## src/rtl/flag_sequencer.sv

```systemverilog
// Flag index sequencer: synchronized/debounced buttons plus slideshow, commits only on frame_start.
// Latency: raw button edge to cmd_pending = 2 + DEBOUNCE_CYCLES clocks; index update on the next frame_start.
// No backpressure: manual commands coalesce last-wins while pending; same-cycle commands resolve by priority.
module flag_sequencer #(
    parameter int IDX_W           = 7,
    parameter int DEBOUNCE_CYCLES = 65536,
    parameter int HOLD_FRAMES     = 120
) (
    input  logic             clk,
    input  logic             reset,
    input  logic             btn_zero,
    input  logic             btn_next,
    input  logic             btn_prev,
    input  logic             btn_load,
    input  logic [IDX_W-1:0] load_value,
    input  logic             auto_en,
    input  logic [IDX_W-1:0] max_index,
    input  logic             frame_start,
    output logic [IDX_W-1:0] flag_index,
    output logic             index_changed,
    output logic             cmd_pending
);

    localparam int CW = $clog2(DEBOUNCE_CYCLES) + 1;
    localparam int DW = (HOLD_FRAMES > 1) ? $clog2(HOLD_FRAMES) : 1;

    localparam logic [CW-1:0]    DB_LAST   = CW'(DEBOUNCE_CYCLES - 1);
    localparam logic [CW-1:0]    DB_ONE    = CW'(1);
    localparam logic [DW-1:0]    HOLD_LAST = DW'(HOLD_FRAMES - 1);
    localparam logic [DW-1:0]    DW_ONE    = DW'(1);
    localparam logic [IDX_W-1:0] IDX_ONE   = IDX_W'(1);

    localparam logic [0:0] S_IDLE    = 1'b0;
    localparam logic [0:0] S_PENDING = 1'b1;

    localparam logic [1:0] OP_ZERO = 2'd0;
    localparam logic [1:0] OP_NEXT = 2'd1;
    localparam logic [1:0] OP_PREV = 2'd2;
    localparam logic [1:0] OP_LOAD = 2'd3;

    // Bit order doubles as priority order: bit 0 (zero) wins.
    logic [3:0] btn_raw;
    assign btn_raw = {btn_load, btn_prev, btn_next, btn_zero};

    logic [3:0]          bsync1_q, bsync2_q;
    logic                async1_q, async2_q;
    logic [3:0][CW-1:0]  dbc_q, dbc_d;
    logic [3:0]          deb_q, deb_d;
    logic [3:0]          rise;

    logic [0:0]          state_q, state_d;
    logic [1:0]          op_q, op_d;
    logic [IDX_W-1:0]    ld_q, ld_d;
    logic [IDX_W-1:0]    idx_q, idx_d;
    logic                chg_q, chg_d;
    logic [DW-1:0]       dwell_q, dwell_d;

    logic                cmd_vld;
    logic [1:0]          cmd_op;
    logic [IDX_W-1:0]    load_clamped;
    logic [IDX_W-1:0]    idx_next, idx_prev;
    logic                commit;

    // Two-flop synchronizers for the raw buttons and the slideshow enable.
    always_ff @(posedge clk or posedge reset) begin
        if (reset) begin
            bsync1_q <= '0;
            bsync2_q <= '0;
            async1_q <= 1'b0;
            async2_q <= 1'b0;
        end else begin
            bsync1_q <= btn_raw;
            bsync2_q <= bsync1_q;
            async1_q <= auto_en;
            async2_q <= async1_q;
        end
    end

    // Debounce: count consecutive clocks the synchronized level disagrees; flip on the last one.
    always_comb begin
        dbc_d = dbc_q;
        deb_d = deb_q;
        rise  = '0;
        for (int i = 0; i < 4; i++) begin
            if (bsync2_q[i] == deb_q[i]) begin
                dbc_d[i] = '0;
            end else if (dbc_q[i] == DB_LAST) begin
                deb_d[i] = bsync2_q[i];
                dbc_d[i] = '0;
                rise[i]  = bsync2_q[i];
            end else begin
                dbc_d[i] = dbc_q[i] + DB_ONE;
            end
        end
    end

    // Debounce state registers.
    always_ff @(posedge clk or posedge reset) begin
        if (reset) begin
            dbc_q <= '0;
            deb_q <= '0;
        end else begin
            dbc_q <= dbc_d;
            deb_q <= deb_d;
        end
    end

    // Command decode with priority zero > next > prev > load; wrap arithmetic on current max.
    always_comb begin
        cmd_vld      = |rise;
        cmd_op       = OP_LOAD;
        if (rise[0])      cmd_op = OP_ZERO;
        else if (rise[1]) cmd_op = OP_NEXT;
        else if (rise[2]) cmd_op = OP_PREV;
        load_clamped = (load_value > max_index) ? max_index : load_value;
        idx_next     = (idx_q < max_index) ? idx_q + IDX_ONE : '0;
        idx_prev     = ((idx_q != '0) && (idx_q <= max_index)) ? idx_q - IDX_ONE : max_index;
    end

    // Sequencer: commit a pending command or auto-advance on frame_start, then latch any new command.
    always_comb begin
        state_d = state_q;
        op_d    = op_q;
        ld_d    = ld_q;
        idx_d   = idx_q;
        chg_d   = 1'b0;
        dwell_d = dwell_q;
        commit  = (state_q == S_PENDING) && frame_start;

        if (commit) begin
            case (op_q)
                OP_ZERO: idx_d = '0;
                OP_NEXT: idx_d = idx_next;
                OP_PREV: idx_d = idx_prev;
                default: idx_d = ld_q;
            endcase
            chg_d   = 1'b1;
            dwell_d = '0;
            state_d = S_IDLE;
        end else if ((state_q == S_IDLE) && frame_start && async2_q) begin
            if (dwell_q == HOLD_LAST) begin
                idx_d   = idx_next;
                chg_d   = 1'b1;
                dwell_d = '0;
            end else begin
                dwell_d = dwell_q + DW_ONE;
            end
        end

        // A command on the commit clock is held for the following frame, never applied now.
        if (cmd_vld) begin
            state_d = S_PENDING;
            op_d    = cmd_op;
            if (cmd_op == OP_LOAD) ld_d = load_clamped;
        end

        if (!async2_q) dwell_d = '0;
    end

    // Sequencer state registers.
    always_ff @(posedge clk or posedge reset) begin
        if (reset) begin
            state_q <= S_IDLE;
            op_q    <= OP_ZERO;
            ld_q    <= '0;
            idx_q   <= '0;
            chg_q   <= 1'b0;
            dwell_q <= '0;
        end else begin
            state_q <= state_d;
            op_q    <= op_d;
            ld_q    <= ld_d;
            idx_q   <= idx_d;
            chg_q   <= chg_d;
            dwell_q <= dwell_d;
        end
    end

    assign flag_index    = idx_q;
    assign index_changed = chg_q;
    assign cmd_pending   = (state_q == S_PENDING);

endmodule

```

## config.mk

```make
export PLATFORM = sky130hd
export DESIGN_NAME = flag_sequencer
export DESIGN_NICKNAME = d
export VERILOG_FILES = /design/src/rtl/flag_sequencer.sv
export SDC_FILE = /design/constraint.sdc
export NUM_CORES = 1
export LEC_CHECK = 0
export ABC_CLOCK_PERIOD_IN_PS = 5000
export CAP_MARGIN = 20
export CORE_ASPECT_RATIO = 0.5
export CORE_MARGIN = 4
export CORE_UTILIZATION = 25
export CTS_BUF_LIST = sky130_fd_sc_hd__clkbuf_2
export CTS_CLUSTER_DIAMETER = 40
export DETAILED_ROUTE_END_ITERATION = 6
export SETUP_SLACK_MARGIN = 0.3
export SLEW_MARGIN = 10
export SYNTH_ARGS = -nofsm -noshare
export SYNTH_HDL_FRONTEND = slang
export SYNTH_SLANG_ARGS = --single-unit
```

## constraint.sdc

```tcl
create_clock -name clk -period 5 [get_ports clk]
set_input_delay 0.75 -clock clk [delete_from_list [all_inputs] [get_ports clk]]
set_output_delay 0.75 -clock clk [all_outputs]
set_load 0.005 [all_outputs]
```

==> out/qor.yml, run 1 <==
sta:
  period_needed_ns: 2.89
  fmax_mhz: 346
  setup_viol: 0
  final_max_slew_viol_count: 0
  fin_skew_ns: 0.0276
  rsz0062_at_grt: "no"
  tns_ns: 0
  fin_crit_sh_pct: 57.7
  tightest_slew_ns: 0.939
  worst_hold_slack_ns: 0.388
  max_slew_margin_pct: 37.4
  finalHoldViolations: 0
  fin_ws_ns: 2.11
critical_path:
  cp_data_arrival_time_ns: 3.41
  timing.rr.start: "dbc_q[34]"
  worst_setup_path_start_kind: "input pin"
  max_stage_delay_ns: 0.67
  cp-startpoint: "max_index[1]"
  critPathKind: "in2reg"
  critPathSlowestCell: "o21ai_1"
  worstPathCellList: "clkdlybuf4s50_1 -> inv_1 -> ha_1 -> nor2b_1 -> o31ai_1 -> a2111oi_0 -> o21ai_1 -> mux2_2 -> mux2_4"
  end_kind: "flip-flop"
  crit_required_ns: 5.52
  crit_fanout: 7
drt:
  finalWirelength_mm: 10.6
  drc: 0
  top_layer: "met4"
  drt_iter0_markers: 235
  wl_per_cell_um: 11.9
  wl_met2_mm: 5.02
  num_vias: 3872
  drt_pass1_iterations: 4
  wl_met3_um: 360
  drt-met1-wl_mm: 5.07
  drtAntennaViolNets: 0
  vias_per_cell: 4.39
cts:
  cts-root-buf: "clkbuf_2"
  clkSinkCount: 107
  clkTransAtPathRegs_ns: 0.28
  cts.htree.levels: 3
  cts_buffer_depth: 2
  cts_tree: "done"
  tritoncts.num_buffers: 9
  postCtsSetupRepairBufs: 0
  cts.repair.resized: 0
  holdBufCountCts: 0
  clock_latency_ns: 0.61
pwr:
  cell_internal_pwr_w: 0.00111
  seq_power_share_pct: 59.9
  leakage_nw: 2.66
  ir_drop_mv: 0.118
  swShare_pct: 25.8
  clkPwrFrac_pct: 30.7
  p_switching_w: 0.000388
  pwr_density_cell_mw_per_mm2: 239
  comb_power_share_pct: 9.4
floorplanning:
  row_count: 38
  core_area_mm2: 0.0216
  die_h_um: 113
  fp.dieW_um: 218
  ios: 31
  die-area_mm2: 0.0246
  initial_core_util_pct: 25.5
synth:
  synth.distinct_cells: 55
  avgSynthCellArea_um2: 10.1
  ys_ff_latch: 107
  syn_nets: 591
  async_flop_share_pct: 100
  yosysWarningCount: 0
  synth_ff_type: "dfrtp_1"
  ys_seq_area_share_pct: 48.6
  syn_inst: 547
  syn_area_mm2: 0.00551
  synth-edff-count: 0
global_route:
  grt_max_degree: 76
  grt_pass1_wl_mm: 18.6
  grt_usage_pct: 9.03
  antenna_found_initial: 0
  grt_pass1_vias: 3886
  grt-ovfl-total: 0
final_layout:
  fin_nets: 623
  antenna_cells: 0
  seq_area_mm2: 0.00268
  area_growth_pct: 14.1
  fillers: 2217
  multi_input_area_mm2: 0.00268
  drive_above_1_share_pct: 6.17
  post-route-util_pct: 29.1
placement:
  io_buffers: 30
  hpwl_mm: 7.69
  place_congestion: 0.835
  place_ws_ns: 1.43
status:
  status: "finished, final reports clean"
hold_path:
  hp-start: "async1_q"
  hold_class: "reg2reg"
flow_run:
  cap_viol_max_count: 0
==> power groups by stage <==
| stage | registers (W) | logic, W | clock network [W] |
|---|---|---|---|
| after floorplan | 0.000910 | 0.0000910 | 0 |
| after global placement | 0.000914 | 0.000140 | 0 |
| after detailed placement | 0.000915 | 0.000142 | 0 |
| after CTS | 0.000901 | 0.000143 | 0.000479 |
| after global routing | 0.000904 | 0.000162 | 0.000512 |
| final | 0.000900 | 0.000141 | 0.000461 |
==> cell usage after synthesis, types with 2 or more instances <==
cell / number / area [um^2]
and2_1: 7 / 43.8
a221oi_1: 5 / 43.8
a31oi_1: 6 / 37.5
nand3_2: 2 / 20.0
a41oi_1: 3 / 26.3
mux2_2: 4 / 45.0
nand3b_1: 4 / 30.0
and3_1: 13 / 81.3
nand4b_1: 2 / 17.5
nand3_1: 26 / 130
or3_1: 3 / 18.8
o21ai_1: 3 / 15.0
nor4_1: 3 / 18.8
mux2i_1: 11 / 110
nor2b_1: 4 / 25.0
or4_1: 3 / 22.5
o21a_1: 4 / 30.0
nand2b_1: 5 / 31.3
xor2_1: 41 / 359
nor4_4: 2 / 42.5
nor2_1: 84 / 315
ha_1: 22 / 275
clkbuf_1: 9 / 33.8
o31ai_1: 2 / 15.0
nand4_1: 12 / 75.1
dfrtp_1: 107 / 2680
and4_1: 5 / 43.8
o21ai_0: 15 / 75.1
xnor2_1: 26 / 228
inv_1: 27 / 101
nand2_1: 36 / 135
a21oi_1: 18 / 90.1
nor3_1: 9 / 45.0
a21boi_0: 3 / 22.5
==> placed cells by master, fill, tap and decap left out, types with 15 or more instances in the layout <==
cell | netlist | routed
xnor2_1 | 26 | 26
o21ai_0 | 15 | 15
dfrtp_1 | 107 | 107
xor2_1 | 41 | 41
nand2_1 | 36 | 36
clkdlybuf4s50_1 | 0 | 30
nand3_1 | 26 | 26
ha_1 | 22 | 22
a21oi_1 | 18 | 18
inv_1 | 27 | 26
nor2_1 | 84 | 84
==> metrics by stage <==
| stage | power, W | cell area [um^2] | instances |
|---|---|---|---|
| after floorplan | 0.00100 | 5510 | 547 |
| after global placement | 0.00105 | 6140 | 867 |
| after detailed placement | 0.00106 | 6140 | 867 |
| after CTS | 0.00152 | 6280 | 882 |
| after global routing | 0.00158 | 6280 | 883 |
| final | 0.00150 | 6280 | 883 |
==> worst max-delay path, delay by kind of cell <==
kind,cells,cell delay [ns]
muxes,2,0.66
adders and majority gates,1,0.29
and+or+nand+nor,1,0.15
AOI/OAI and AO/OA,3,1.01
buffers and inverters,2,0.55
==> sequential cells by signal, summed over array words and instances (netlist names) <==
name           count
cmd_pending        1
deb_q              4
dwell_q            7
flag_index         7
op_q               2
dbc_q             68
ld_q               7
async1_q           1
index_changed      1
bsync2_q           4
async2_q           1
bsync1_q           4
==> area by class of cell <==
class / instances / area share (%)
Multi-Input combinational cell: 402 / 42.6
Tap cell: 300 / 5.97
Clock inverter: 5 / 1.35
Inverter: 27 / 1.65
Clock buffer: 10 / 0.796
Sequential cell: 107 / 42.6
Timing Repair Buffer: 32 / 5.02
==> metal layers <==
metal	GRT usage, %	up-vias
met5	0	-
li1	-	1954
met1	11.9	1864
met3	2.17	6
met4	1.89	0
met2	15.3	48
==> cell families (layout without fill, tap and decap cells) <==
| group | Yosys count | count (layout) | share of synthesized area, % |
|---|---|---|---|
| DFF | 107 | 107 | 48.6 |
| buffers and inverters | 38 | 74 | 2.75 |
| adders and majority gates | 22 | 22 | 5.00 |
| AOI/OAI and AO/OA | 68 | 68 | 8.16 |
| and+or+nand+nor | 229 | 229 | 21.7 |
| muxes | 16 | 16 | 3.09 |
| xor gates and xnor gates | 67 | 67 | 10.7 |
==> final timing paths <==
path / endpoint / slack (ns) / cells past startpoint
setup / recovery: ld_q[0] / 2.11 / 9
hold / removal: async2_q / 0.39 / 0
setup reg to reg: ld_q[0] / 2.32 / 6
hold reg to reg: async2_q / 0.39 / 0
max in group asynchronous: dbc_q[21] / 3.43 / 3
min in group asynchronous: flag_index[1] / 0.64 / 2
Note: power is estimated with default switching activity, not from simulation.
==> inputs of run 2 (changes only) <==
Settings changed: ABC_CLOCK_PERIOD_IN_PS 5000 to 2800.
Clock period 5 ns to 2.8 ns, I/O delays scaled along.
==> out/qor.yml, run 2 (synthesis results as in run 1) <==
final_layout:
  post-route-util_pct: 29.7
  fin_nets: 637
  drive_above_1_share_pct: 8.86
  final_common_cell: "dfrtp_1"
  most-common-layout-cells: "107 x dfrtp_1, 84 x nor2_1, 41 x xor2_1"
  area_growth_pct: 16.5
  antenna_cells: 0
  largest_reg_flops: 68
  largest-register: "dbc_q"
cts:
  cts_buffer_depth: 2
  cts_tree: "done"
  clkTransAtPathRegs_ns: 0.31
  clock_latency_ns: 0.58
  tritoncts.num_buffers: 9
  cts.htree.levels: 3
  clkSinkCount: 107
  cts-root-buf: "clkbuf_2"
status:
  status: "finished, final reports clean"
pwr:
  ir_drop_mv: 0.218
  leakage_nw: 2.72
  pwr_density_cell_mw_per_mm2: 413
  total_power_w: 0.00265
global_route:
  grt_usage_pct: 9.41
  grt_pass1_wl_mm: 19.5
  grt_pass1_vias: 4057
  grt_max_degree: 54
  grt-ovfl-total: 0
  antenna_found_initial: 0
drt:
  drt_pass1_iterations: 4
  wl_per_cell_um: 12.5
  drt_iter0_markers: 151
  vias_per_cell: 4.44
  drc: 0
  finalWirelength_mm: 11.2
  num_vias: 3989
  drtAntennaViolNets: 0
flow_run:
  cap_viol_max_count: 0
critical_path:
  critPathKind: "reg2reg"
  worst_setup_path_start_kind: "flip-flop"
  rr_worst_depth: 7
  reg2reg_to: "ld_q[0]"
  crit_required_ns: 3.27
  reg2reg_slack_ns: 0.47
  crit_cells: 7
  crit_family: "simple AND/OR/NAND/NOR gates"
  cp_data_arrival_time_ns: 2.81
  crit_fanout: 7
  max_stage_delay_ns: 0.46
  worstPathCellList: "ha_1 -> nand4_1 -> nor3_2 -> nand4_2 -> nor4_4 -> and3_2 -> mux2_4"
  cp_num_buf_inv: 0
  critPathSlowestCell: "dfrtp_1"
  timing.rr.start: "dbc_q[51]"
  end_kind: "flip-flop"
floorplanning:
  initial_core_util_pct: 25.5
  core_area_mm2: 0.0216
  row_count: 38
  die-area_mm2: 0.0246
  fp.dieW_um: 218
  ios: 31
  die_h_um: 113
sta:
  finalHoldViolations: 0
  fin_crit_sh_pct: 83.4
  tightest_slew_ns: 0.677
  fin_skew_ns: 0.0348
  final_max_slew_viol_count: 0
  period_needed_ns: 2.33
  fmax_mhz: 428
  max_slew_margin_pct: 54.5
  rsz0062_at_grt: "yes"
  setup_viol: 0
placement:
  place_congestion: 0.866
  hpwl_mm: 8.27
  io_buffers: 30
hold_path:
  hold_class: "in2async"
## run 2: worst register-to-register path: cells and delay by family, from the launching register on
| kind | cells | cell delay (ns) |
|---|---|---|
| adders and majority gates | 1 | 0.22 |
| DFF | 1 | 0.46 |
| muxes | 1 | 0.32 |
| and+or+nand+nor | 5 | 1.24 |
## run 2: final cells by class
class | instances | area (um^2)
multi-input combinational | 402 | 2680
timing repair buffer | 46 | 445
clock buffer | 9 | 45.0
fill | 2263 | 15200
tap | 300 | 375
clock inverter | 7 | 83.8
inverter | 27 | 105
sequential | 107 | 2680
## run 2: worst max-delay path by stage
| stage | to | slack (ns) | start |
|---|---|---|---|
| finish | ld_q[0] | 0.47 | dbc_q[51] |
| global route | ld_q[0] | 0.24 | dbc_q[51] |
| CTS | ld_q[0] | 0.32 | dbc_q[0] |
| detailed placement | ld_q[0] | -0.06 | max_index[3] |
| global placement | flag_index[4] | 0.02 | max_index[5] |
| floorplan | ld_q[0] | 0.40 | max_index[1] |
## run 2: what timing repair did
action	CTS	global route
pin swaps	0	1
resized for setup	1	1
setup endpoints to repair	1	4
hold buffers	0	0
setup buffers	0	0
## run 2: metal layers
metal | global-route usage (%) | up-vias | wire length [um] | share of wire [%]
li1 | - | 1975 | - | -
met1 | 12.8 | 1945 | 5540 | 50
met2 | 15.5 | 52 | 5230 | 47
met3 | 1.56 | 17 | 249 | 2.2
met4 | 2.86 | 0 | 162 | 1.4
met5 | 0 | - | 0 | 0
## run 2: power breakdown
| part | total [W] | switching, W | internal, W |
|---|---|---|---|
| combinational | 0.000272 | 0.000149 | 0.000123 |
| sequential | 0.00161 | 0.0000295 | 0.00158 |
| clock | 0.000772 | 0.000547 | 0.000224 |
| total | 0.00265 | 0.000726 | 0.00193 |
## run 2: metrics by stage
stage	worst slack [ns]	instance area, um^2	hold slack (ns)	std cells	setup TNS (ns)
global placement	0.0248	6280	0.333	882	0
global route	0.235	6410	0.137	898	0
CTS	0.324	6410	0.162	898	0
detailed placement	-0.0642	6280	0.336	882	-0.159
floorplan	0.398	5510	0.331	547	0
finish	0.466	6410	0.188	898	0
